[src/rtl/sbmips_pkg.sv]
// Shared constants for the sbmips pipeline stages.
// Register/instruction encodings referenced by more than one stage live here.
package sbmips_pkg;

  localparam logic [4:0]  REG_ZERO = 5'd0;
  localparam logic [31:0] NOP_INST = 32'h00000000;
  localparam logic [5:0]  OP_LW    = 6'h23;
  localparam logic [5:0]  OP_SW    = 6'h2b;

endpackage

[src/rtl/inst_memory_if.sv]
// Stage bus between execute and the memory/write-back stage.
// Master is the execute side; slave is inst_memory.
interface inst_memory_if;

  logic [29:0] pc_in;
  logic [31:0] inst_in;
  logic        load;
  logic        store;
  logic [4:0]  rd_in;
  logic [31:0] rd_val_in;
  logic [31:0] mem_dout;
  logic [4:0]  mem_rd;
  logic [31:0] mem_rd_val;
  logic        reg_we;
  logic [4:0]  reg_waddr;
  logic [31:0] reg_wdata;
  logic [29:0] pc_out;
  logic [31:0] inst_out;

  modport master (
    output pc_in, inst_in, load, store, rd_in, rd_val_in, mem_dout,
    input  mem_rd, mem_rd_val, reg_we, reg_waddr, reg_wdata, pc_out, inst_out
  );

  modport slave (
    input  pc_in, inst_in, load, store, rd_in, rd_val_in, mem_dout,
    output mem_rd, mem_rd_val, reg_we, reg_waddr, reg_wdata, pc_out, inst_out
  );

endinterface

[src/rtl/inst_memory_event_counter.sv]
// Free-running enabled event counter with synchronous reset.
// Wraps silently modulo 2^W.
module event_counter #(
  parameter int W = 32
) (
  input  logic         clk,
  input  logic         rst,
  input  logic         en,
  output logic [W-1:0] count
);

  always_ff @(posedge clk) begin
    if (rst)
      count <= '0;
    else if (en)
      count <= count + 1'b1;
  end

endmodule

[src/rtl/inst_memory.sv]
// Memory/write-back stage: selects the load or ALU result, registers the
// register-file write, and forwards load data back to execute with no stall.
module inst_memory
  import sbmips_pkg::*;
#(
  parameter int CNT_W = 32
) (
  input  logic             clk,
  input  logic             rst,
  inst_memory_if.slave     bus,
  output logic [CNT_W-1:0] retired_cnt,
  output logic [CNT_W-1:0] load_cnt,
  output logic [CNT_W-1:0] store_cnt
);

  logic [31:0] res;
  logic [4:0]  dst;
  logic [4:0]  wb_addr;
  logic [31:0] wb_data;
  logic [29:0] pc_q;
  logic [31:0] inst_q;

  // A store (including the illegal load+store case) never writes a register.
  always_comb begin
    res = bus.load ? bus.mem_dout : bus.rd_val_in;
    dst = bus.store ? REG_ZERO : bus.rd_in;
  end

  always_ff @(posedge clk) begin
    if (rst) begin
      wb_addr <= REG_ZERO;
      wb_data <= '0;
      pc_q    <= '0;
      inst_q  <= NOP_INST;
    end else begin
      wb_addr <= dst;
      wb_data <= (dst == REG_ZERO) ? '0 : res;
      pc_q    <= bus.pc_in;
      inst_q  <= bus.inst_in;
    end
  end

  assign bus.reg_we    = (wb_addr != REG_ZERO);
  assign bus.reg_waddr = wb_addr;
  assign bus.reg_wdata = wb_data;
  assign bus.pc_out    = pc_q;
  assign bus.inst_out  = inst_q;

  // Only loads are forwarded from this stage; execute bypasses its own ALU result.
  always_comb begin
    bus.mem_rd     = wb_addr;
    bus.mem_rd_val = wb_data;
    if (bus.load && (bus.rd_in != REG_ZERO)) begin
      bus.mem_rd     = bus.rd_in;
      bus.mem_rd_val = bus.mem_dout;
    end
  end

  event_counter #(.W(CNT_W)) u_retired_cnt (
    .clk   (clk),
    .rst   (rst),
    .en    (bus.inst_in != NOP_INST),
    .count (retired_cnt)
  );

  event_counter #(.W(CNT_W)) u_load_cnt (
    .clk   (clk),
    .rst   (rst),
    .en    (bus.load),
    .count (load_cnt)
  );

  event_counter #(.W(CNT_W)) u_store_cnt (
    .clk   (clk),
    .rst   (rst),
    .en    (bus.store),
    .count (store_cnt)
  );

endmodule

[src/flat_wrapper.sv]
// flat-port wrapper written by rule: the top's interface ports become plain ports
module inst_memory_flat import sbmips_pkg::*;
#(
  parameter int CNT_W = 32
)
  (clk, rst, retired_cnt, load_cnt, store_cnt, bus_pc_in, bus_inst_in, bus_load, bus_store, bus_rd_in, bus_rd_val_in, bus_mem_dout, bus_mem_rd, bus_mem_rd_val, bus_reg_we, bus_reg_waddr, bus_reg_wdata, bus_pc_out, bus_inst_out);
  inst_memory_if bus_i ();
  input  logic clk;
  input  logic rst;
  output logic [CNT_W-1:0] retired_cnt;
  output logic [CNT_W-1:0] load_cnt;
  output logic [CNT_W-1:0] store_cnt;
  input wire logic [$bits(bus_i.pc_in)-1:0] bus_pc_in;
  input wire logic [$bits(bus_i.inst_in)-1:0] bus_inst_in;
  input wire logic [$bits(bus_i.load)-1:0] bus_load;
  input wire logic [$bits(bus_i.store)-1:0] bus_store;
  input wire logic [$bits(bus_i.rd_in)-1:0] bus_rd_in;
  input wire logic [$bits(bus_i.rd_val_in)-1:0] bus_rd_val_in;
  input wire logic [$bits(bus_i.mem_dout)-1:0] bus_mem_dout;
  output wire logic [$bits(bus_i.mem_rd)-1:0] bus_mem_rd;
  output wire logic [$bits(bus_i.mem_rd_val)-1:0] bus_mem_rd_val;
  output wire logic [$bits(bus_i.reg_we)-1:0] bus_reg_we;
  output wire logic [$bits(bus_i.reg_waddr)-1:0] bus_reg_waddr;
  output wire logic [$bits(bus_i.reg_wdata)-1:0] bus_reg_wdata;
  output wire logic [$bits(bus_i.pc_out)-1:0] bus_pc_out;
  output wire logic [$bits(bus_i.inst_out)-1:0] bus_inst_out;
  assign bus_i.pc_in = bus_pc_in;
  assign bus_i.inst_in = bus_inst_in;
  assign bus_i.load = bus_load;
  assign bus_i.store = bus_store;
  assign bus_i.rd_in = bus_rd_in;
  assign bus_i.rd_val_in = bus_rd_val_in;
  assign bus_i.mem_dout = bus_mem_dout;
  assign bus_mem_rd = bus_i.mem_rd;
  assign bus_mem_rd_val = bus_i.mem_rd_val;
  assign bus_reg_we = bus_i.reg_we;
  assign bus_reg_waddr = bus_i.reg_waddr;
  assign bus_reg_wdata = bus_i.reg_wdata;
  assign bus_pc_out = bus_i.pc_out;
  assign bus_inst_out = bus_i.inst_out;
  inst_memory #(.CNT_W(CNT_W)) u_core (.clk(clk), .rst(rst), .bus(bus_i), .retired_cnt(retired_cnt), .load_cnt(load_cnt), .store_cnt(store_cnt));
endmodule
[config.mk]
export PLATFORM = sky130hd
export DESIGN_NAME = inst_memory_flat
export DESIGN_NICKNAME = d
export VERILOG_FILES = /design/src/rtl/sbmips_pkg.sv /design/src/rtl/inst_memory_if.sv /design/src/rtl/inst_memory_event_counter.sv /design/src/rtl/inst_memory.sv /design/src/flat_wrapper.sv
export SDC_FILE = /design/constraint.sdc
export NUM_CORES = 1
export LEC_CHECK = 0
export ABC_AREA = 1
export CAP_MARGIN = 20
export CORE_MARGIN = 1.5
export CORE_UTILIZATION = 30
export CTS_CLUSTER_SIZE = 10
export DETAILED_ROUTE_END_ITERATION = 8
export PLACE_DENSITY = 0.63
export SYNTH_ARGS = -nofsm -noshare
export SYNTH_HDL_FRONTEND = slang
export SYNTH_SLANG_ARGS = --single-unit
[constraint.sdc]
create_clock -name clk -period 4.9 [get_ports clk]
set_input_delay 0.98 -clock clk [delete_from_list [all_inputs] [get_ports clk]]
set_output_delay 0.98 -clock clk [all_outputs]
set_load 0.05 [all_outputs]
==> metrics.txt, run 1 <==
Ys Warns=0; io pins=368; CP Cell Sequence=clkdlybuf4s50_1 > nor3_1 > nand3_1 > nand2_1 > buf_12 > mux2_2 > buf_4; cts bufs inserted=17; crit-path max FO=32; RePlAce Congestion=0.9680; worst slew pin tran=0.9269 ns; Crit Reg-Reg Startpoint=u_core.u_retired_cnt.count[0]$_SDFFE_PP0P_; CP startpoint=bus_rd_in[0]; drt initial violations=527; count leader, synth=nand2_1; gr ovfl total=0; FFs w/ async S/R, synth=0%; CP bufs+invs=3; hold_ws=0.4787 ns; Clk Latency, worst-skew pair=about 0.44 ns; Critical Path Start Type=input port; first-pass GRT wire length=around 48,000 um; postcts setup bufs=0; Crit-path slowest cell=clkdlybuf4s50_1; area delta synth->final=53.03%; post-DP HPWL=approximately 25,000 um; failing checks=design-rule violations; Placement Rows=62; Mapped Area=approximately 0.0088 mm2; Resized cells post-CTS=0; All-Layer GR Usage=between 20% and 30%; critical path start-end classification=input port to output pin; CTS Hold Bufs=0; total power=3.802 mW; vias in the first global route=8,787; DR pass1 iterations=9; # port buffers=roughly 370; Detailed Route WL=31,870 um; critical path's top delay family=buffers and inverters; Area contributors post-synth=dfxtp_1, nand2_1, nor2_1, inv_1, a21oi_1; CTS root buf=clkbuf_16; Horiz. Die Dim=174.1 um; min Tclk post-route=3.949 ns; clk sinks=195; DR WL/cell=roughly 16 um; Synth area leader=dfxtp_1; VDD IR max=0.2154 mV; top-area cell type share of the netlist area=44.46%; Max Clk Rate=0.2532 GHz; total of max-cap violations=0; Avg Cell Area, Syn=6.864 um2; PwrDens=between 200 and 300 mW/mm2; max incr delay on CP=0.49 ns; skew final=0.01469 ns; Setup Viol. Count Final=0; syn nets=1,417; layout cell share with drive strength beyond 1=8.019%; clk buf depth=2; Worst-path clk slew=around 0.070 ns; Synth Register Bits=195; CTS tree=yes; critical path arrival=slightly below 3 ns; RSZ-0062 raised after global routing=false; Required @ worst endpoint=3.92 ns; CTS H-tree lvls=4; core footprint=0.02878 mm2; Initial Util=between 30 and 40%; Most used DFF post-synth=dfxtp_1; max_slew headroom=38.21%; Seq/Total Area, Yosys=between 40% and 50%; Routed Antenna Nets=0; die area=0.03030 mm2; static leakage=5.321 nW; die height=approximately 170 um; Final nets=around 1,800; Synth cell types=29; Slew Limit Fails=0; DRC viols=2; FF-to-FF setup slack=3.03 ns; largest net degree at the start of global routing=82; DR vias/cell=4.583; antenna violations before repair=2; Final period util=80.59%; vias=about 9,300; crit path capture type=output pin; Fin. Hold Viols=0; outcome=finished with violations; setup total negative slack=0 ns; worst min-delay path class=flip-flop to flip-flop; Synth top cells by count=nand2_1, nor2_1, dfxtp_1; number of flops mapped to enable cells by yosys=0; hold wc startpoint=u_core.u_store_cnt.count[17]$_SDFFE_PP0P_; Post-Syn Instances=1,279
## worst register-to-register path: cells and delay by family (launching register included)
kind	cells	cell delay, ns
adder cells (fa/ha/maj)	1	0.31
flip-flops	1	0.47
AND/OR/NAND/NOR	7	1.00
## final cells by class
cell class / count / area, um2
clock buffer: 18 / 439.2
multi-input combinational: 886 / 4115
sequential: 195 / 3904
timing repair buffer: 374 / 3714
antenna: 2 / 5.005
fill: 2899 / 15340
clock inverter: 14 / 181.4
inverter: 159 / 596.8
tap: 384 / 480.5
## state kept, by name (all words and copies together), names as in the netlist
name                        cells
u_core.bus.reg_wdata           32
u_core.u_store_cnt.count       32
u_core.bus.inst_out            32
u_core.bus.pc_out              30
u_core.bus.reg_waddr            5
u_core.u_load_cnt.count        32
u_core.u_retired_cnt.count     32
## metal layers
layer	global-route usage [%]	up-vias	part of all wire [%]
met5	0	-	0
met4	6.501	0	2.3
met3	5.315	40	7.2
met2	34.82	330	48
met1	25.29	4259	42
li1	-	4684	-
## power by group
part,leakage (nW),internal [mW],switching [mW]
Sequential,1.59,1.63,0.0266
Clock,0.303,0.753,0.730
Combinational,3.42,0.258,0.405
## per-stage QoR
step                      area [um2]  setup WS (ns)  instances  utilization, %
after floorplan                 8780          1.432       1279               -
after global placement         12780          1.008       1997           44.41
after detailed placement       12780         0.9863       1997           44.41
after CTS                      13400         0.9673       2029           46.57
after global routing           13440         0.8385       2032           46.68
final                          13440         0.9512       2032           46.68
## layout by cell type (no fill, tap or decap), types with 25 or more instances in the layout
cell type and n:
buf_4 39, mux2_2 32, nand2_1 328, clkdlybuf4s50_1 329
nor2_1 241, nand3_1 72, a21oi_1 94, inv_1 155
nor3_1 25, o21ai_0 27, dfxtp_1 195
## path summary, 6_finish.rpt
kind	end	cells past startpoint
worst min-delay path	u_core.u_store_cnt.count[17]$_SDFFE_PP0P_	2
worst max-delay path	bus_mem_rd_val[7]	7
worst max register to register	u_core.u_retired_cnt.count[18]$_SDFFE_PP0P_	8
worst min register to register	u_core.u_store_cnt.count[17]$_SDFFE_PP0P_	2
## cell families after synthesis
logic type      synth area share, %
compound gates                7.439
buf+inv                       8.665
fa+ha+maj                    0.4276
mux                           4.104
simple gates                  32.71
flops                         44.46
xor+xnor                      2.195
(Power assumes the default switching activity.)
==> inputs of run 2 (changes only) <==
- PLACE_DENSITY: 0.63 -> 0.65
- clock period: 4.9 -> 3.3 ns (I/O delays scaled with it)
==> run 2 against run 1 <==
Against the previous run:
- the run now ends clean
- power increased by 49%
- worst hold slack improved by 0.0020 ns
- sequential share of layout area down 0.11 points
==> metrics.txt, run 2 (synthesis gave the netlist of run 1 again) <==
Seq pwr share=43.5% (about the same); worst min-delay path class=flip-flop to flip-flop; RePlAce Congestion=0.9510 (-1.8%); Worst-path clk slew=0.08 ns (about the same); Int Pwr=3.865 mW (+46%); postcts setup bufs=0 (unchanged); DR pass1 iterations=6 (-3); terminus of the critical flop-to-flop path=u_core.u_retired_cnt.count[18]$_SDFFE_PP0P_; drt initial violations=503 (-4.6%); Fin. Hold Viols=0 (unchanged); Place WS=0.3113 ns (-0.6750 ns); max_slew headroom=53.19% (+15 points); gr ovfl total=0 (unchanged); Sw Pwr=1.786 mW (+54%); Placement Rows=62 (unchanged); Resized cells post-CTS=0 (unchanged); Horiz. Die Dim=174.1 um (unchanged); Routed Antenna Nets=0 (unchanged); area delta synth->final=53.58%; skew final=0.01961 ns (+0.004919 ns); clk buf depth=2 (unchanged); core footprint=0.02878 mm2 (unchanged); FILL cells=2,862 (-1.3%); DR vias/cell=4.598 (+0.31%); DRC viols=0 (-2); r2r worst-path depth=8 (unchanged); Sw Ratio=31.60% (+1.1 points); Clk Latency, worst-skew pair=0.44 ns (about the same); vias=9,356 (+0.46%); outcome=finished clean; Clock Power Share=39.0% (about the same); io pins=368 (unchanged); Final period util=90.96%; critical path start-end classification=input port to output pin; vias in the first global route=8,814 (+0.31%); post-DP HPWL=24,850 um (about the same); Detailed Route WL=31,770 um (-0.31%); first-pass GRT wire length=49,170 um (+1.5%); cts bufs inserted=17 (unchanged); die height=174.1 um (unchanged); CTS root buf=clkbuf_16; PwrDens=419.1 mW/mm2 (+48%); worst slew pin tran=0.7012 ns (-0.2257 ns); setup ws final=0.2982 ns (-0.6529 ns); commonest non-fill, non-tap cell in the layout=clkdlybuf4s50_1; die area=0.03030 mm2 (unchanged); Final nets=1,774 (+0.17%); crit-path max FO=41 (+28%); CTS Hold Bufs=0 (unchanged); Crit Reg-Reg Startpoint=u_core.u_retired_cnt.count[0]$_SDFFE_PP0P_; Critical Path Start Type=input port; CTS tree=yes; largest net degree at the start of global routing=96 (+17%); hold_ws=0.4807 ns (+0.001974 ns); Required @ worst endpoint=2.64 ns (-1.28 ns); RSZ-0062 raised after global routing=false; setup total negative slack=0 ns (unchanged); Slew Limit Fails=0 (unchanged); All-Layer GR Usage=20.80% (+0.30 points); CTS H-tree lvls=4 (unchanged); # port buffers=367 (unchanged); total power=5.651 mW (+49%); critical path arrival=2.34 ns (-0.63 ns); DR WL/cell=15.61 um (-0.46%); hold wc startpoint=u_core.u_store_cnt.count[17]$_SDFFE_PP0P_; layout cell share with drive strength beyond 1=8.187% (+0.17 points); most frequent cells in the layout=clkdlybuf4s50_1, nand2_1, nor2_1, dfxtp_1, inv_1; hold endpoint=u_core.u_store_cnt.count[17]$_SDFFE_PP0P_; Gate power share=17.5% (about the same); Initial Util=30.51% (unchanged); antenna violations before repair=2 (unchanged); total of max-cap violations=0 (unchanged); FF-to-FF setup slack=1.45 ns (-1.58 ns); worst hold path depth=2 (unchanged); Setup Viol. Count Final=0 (unchanged); static leakage=5.339 nW (+0.32%); crit path capture type=output pin; min Tclk post-route=approximately 3 ns; VDD IR max=0.2410 mV (+12%); clk sinks=195 (unchanged); Max Clk Rate=~0.33 GHz
-- run 2: cell types whose count changed in the layout (fill, tap and decap cells not counted) --
cell	before	now
inv_6	4	2
clkinv_4	2	1
inv_8	3	1
buf_16	1	0
buf_4	39	41
buf_12	5	7
clkinv_8	4	8
inv_12	0	3
clkbuf_8	1	0
bufinv_16	1	0
-- run 2: layer usage --
metal / vias to the layer above / part of all wire (%) / GRT usage, %
met4: 0 / 2.3 / 6.214
met5: - / 0 / 0
met2: 327 / 48 / 35.23
li1: 4715 / - / -
met3: 38 / 6.5 / 5.468
met1: 4276 / 43 / 25.83
-- run 2: layout make-up --
class	count	area, um2	share of cell area [%]
Antenna cell	2	5.005	0.03712
Clock inverter	15	216.5	1.605
Timing Repair Buffer	377	3741	27.74
Clock buffer	17	425.4	3.155
Tap cell	384	480.5	3.563
Inverter	159	596.8	4.426
Sequential cell	195	3904	28.95
Multi-Input combinational cell	886	4115	30.52
-- run 2: power groups by stage --
stage | clock, mW | combinational [mW] | sequential [mW]
detailed placement | 0 | 0.992 | 2.51
CTS | 2.26 | 0.996 | 2.46
global placement | 0 | 0.988 | 2.51
floorplan | 0 | 0.312 | 2.74
global route | 2.37 | 1.04 | 2.47
finish | 2.20 | 0.990 | 2.46
-- run 2: metrics by stage --
step | cell area, um2 | instances | utilization, %
after floorplan | 8780 | 1279 | -
after global placement | 12840 | 2001 | 44.60
after detailed placement | 12840 | 2001 | 44.60
after CTS | 13480 | 2033 | 46.84
after global routing | 13480 | 2034 | 46.84
final | 13480 | 2035 | 46.85
-- run 2: how the worst max path moves through the flow --
stage,start,to,slack (ns),cells after the start
floorplan,bus_load,bus_mem_rd[0],0.47,4
global placement,bus_rd_in[1],bus_mem_rd_val[28],0.34,7
detailed placement,bus_rd_in[1],bus_mem_rd_val[5],0.31,7
CTS,bus_rd_in[1],bus_mem_rd_val[5],0.30,7
global route,bus_rd_in[1],bus_mem_rd_val[28],0.17,7
finish,bus_rd_in[1],bus_mem_rd_val[30],0.30,7
-- run 2: critical path, cell delays in order --
cell and delay (ns):
clkdlybuf4s50_1 0.42, nor3_1 0.19, nand3_1 0.12, nand2_1 0.12, buf_12 0.25, mux2_2 0.37, buf_4 0.19
==> inputs of run 3 (changes only) <==
- TNS_END_PERCENT: not set -> 1
==> results of run 3 <==
The final DEF is identical to that of run 2; final timing and power are the same.
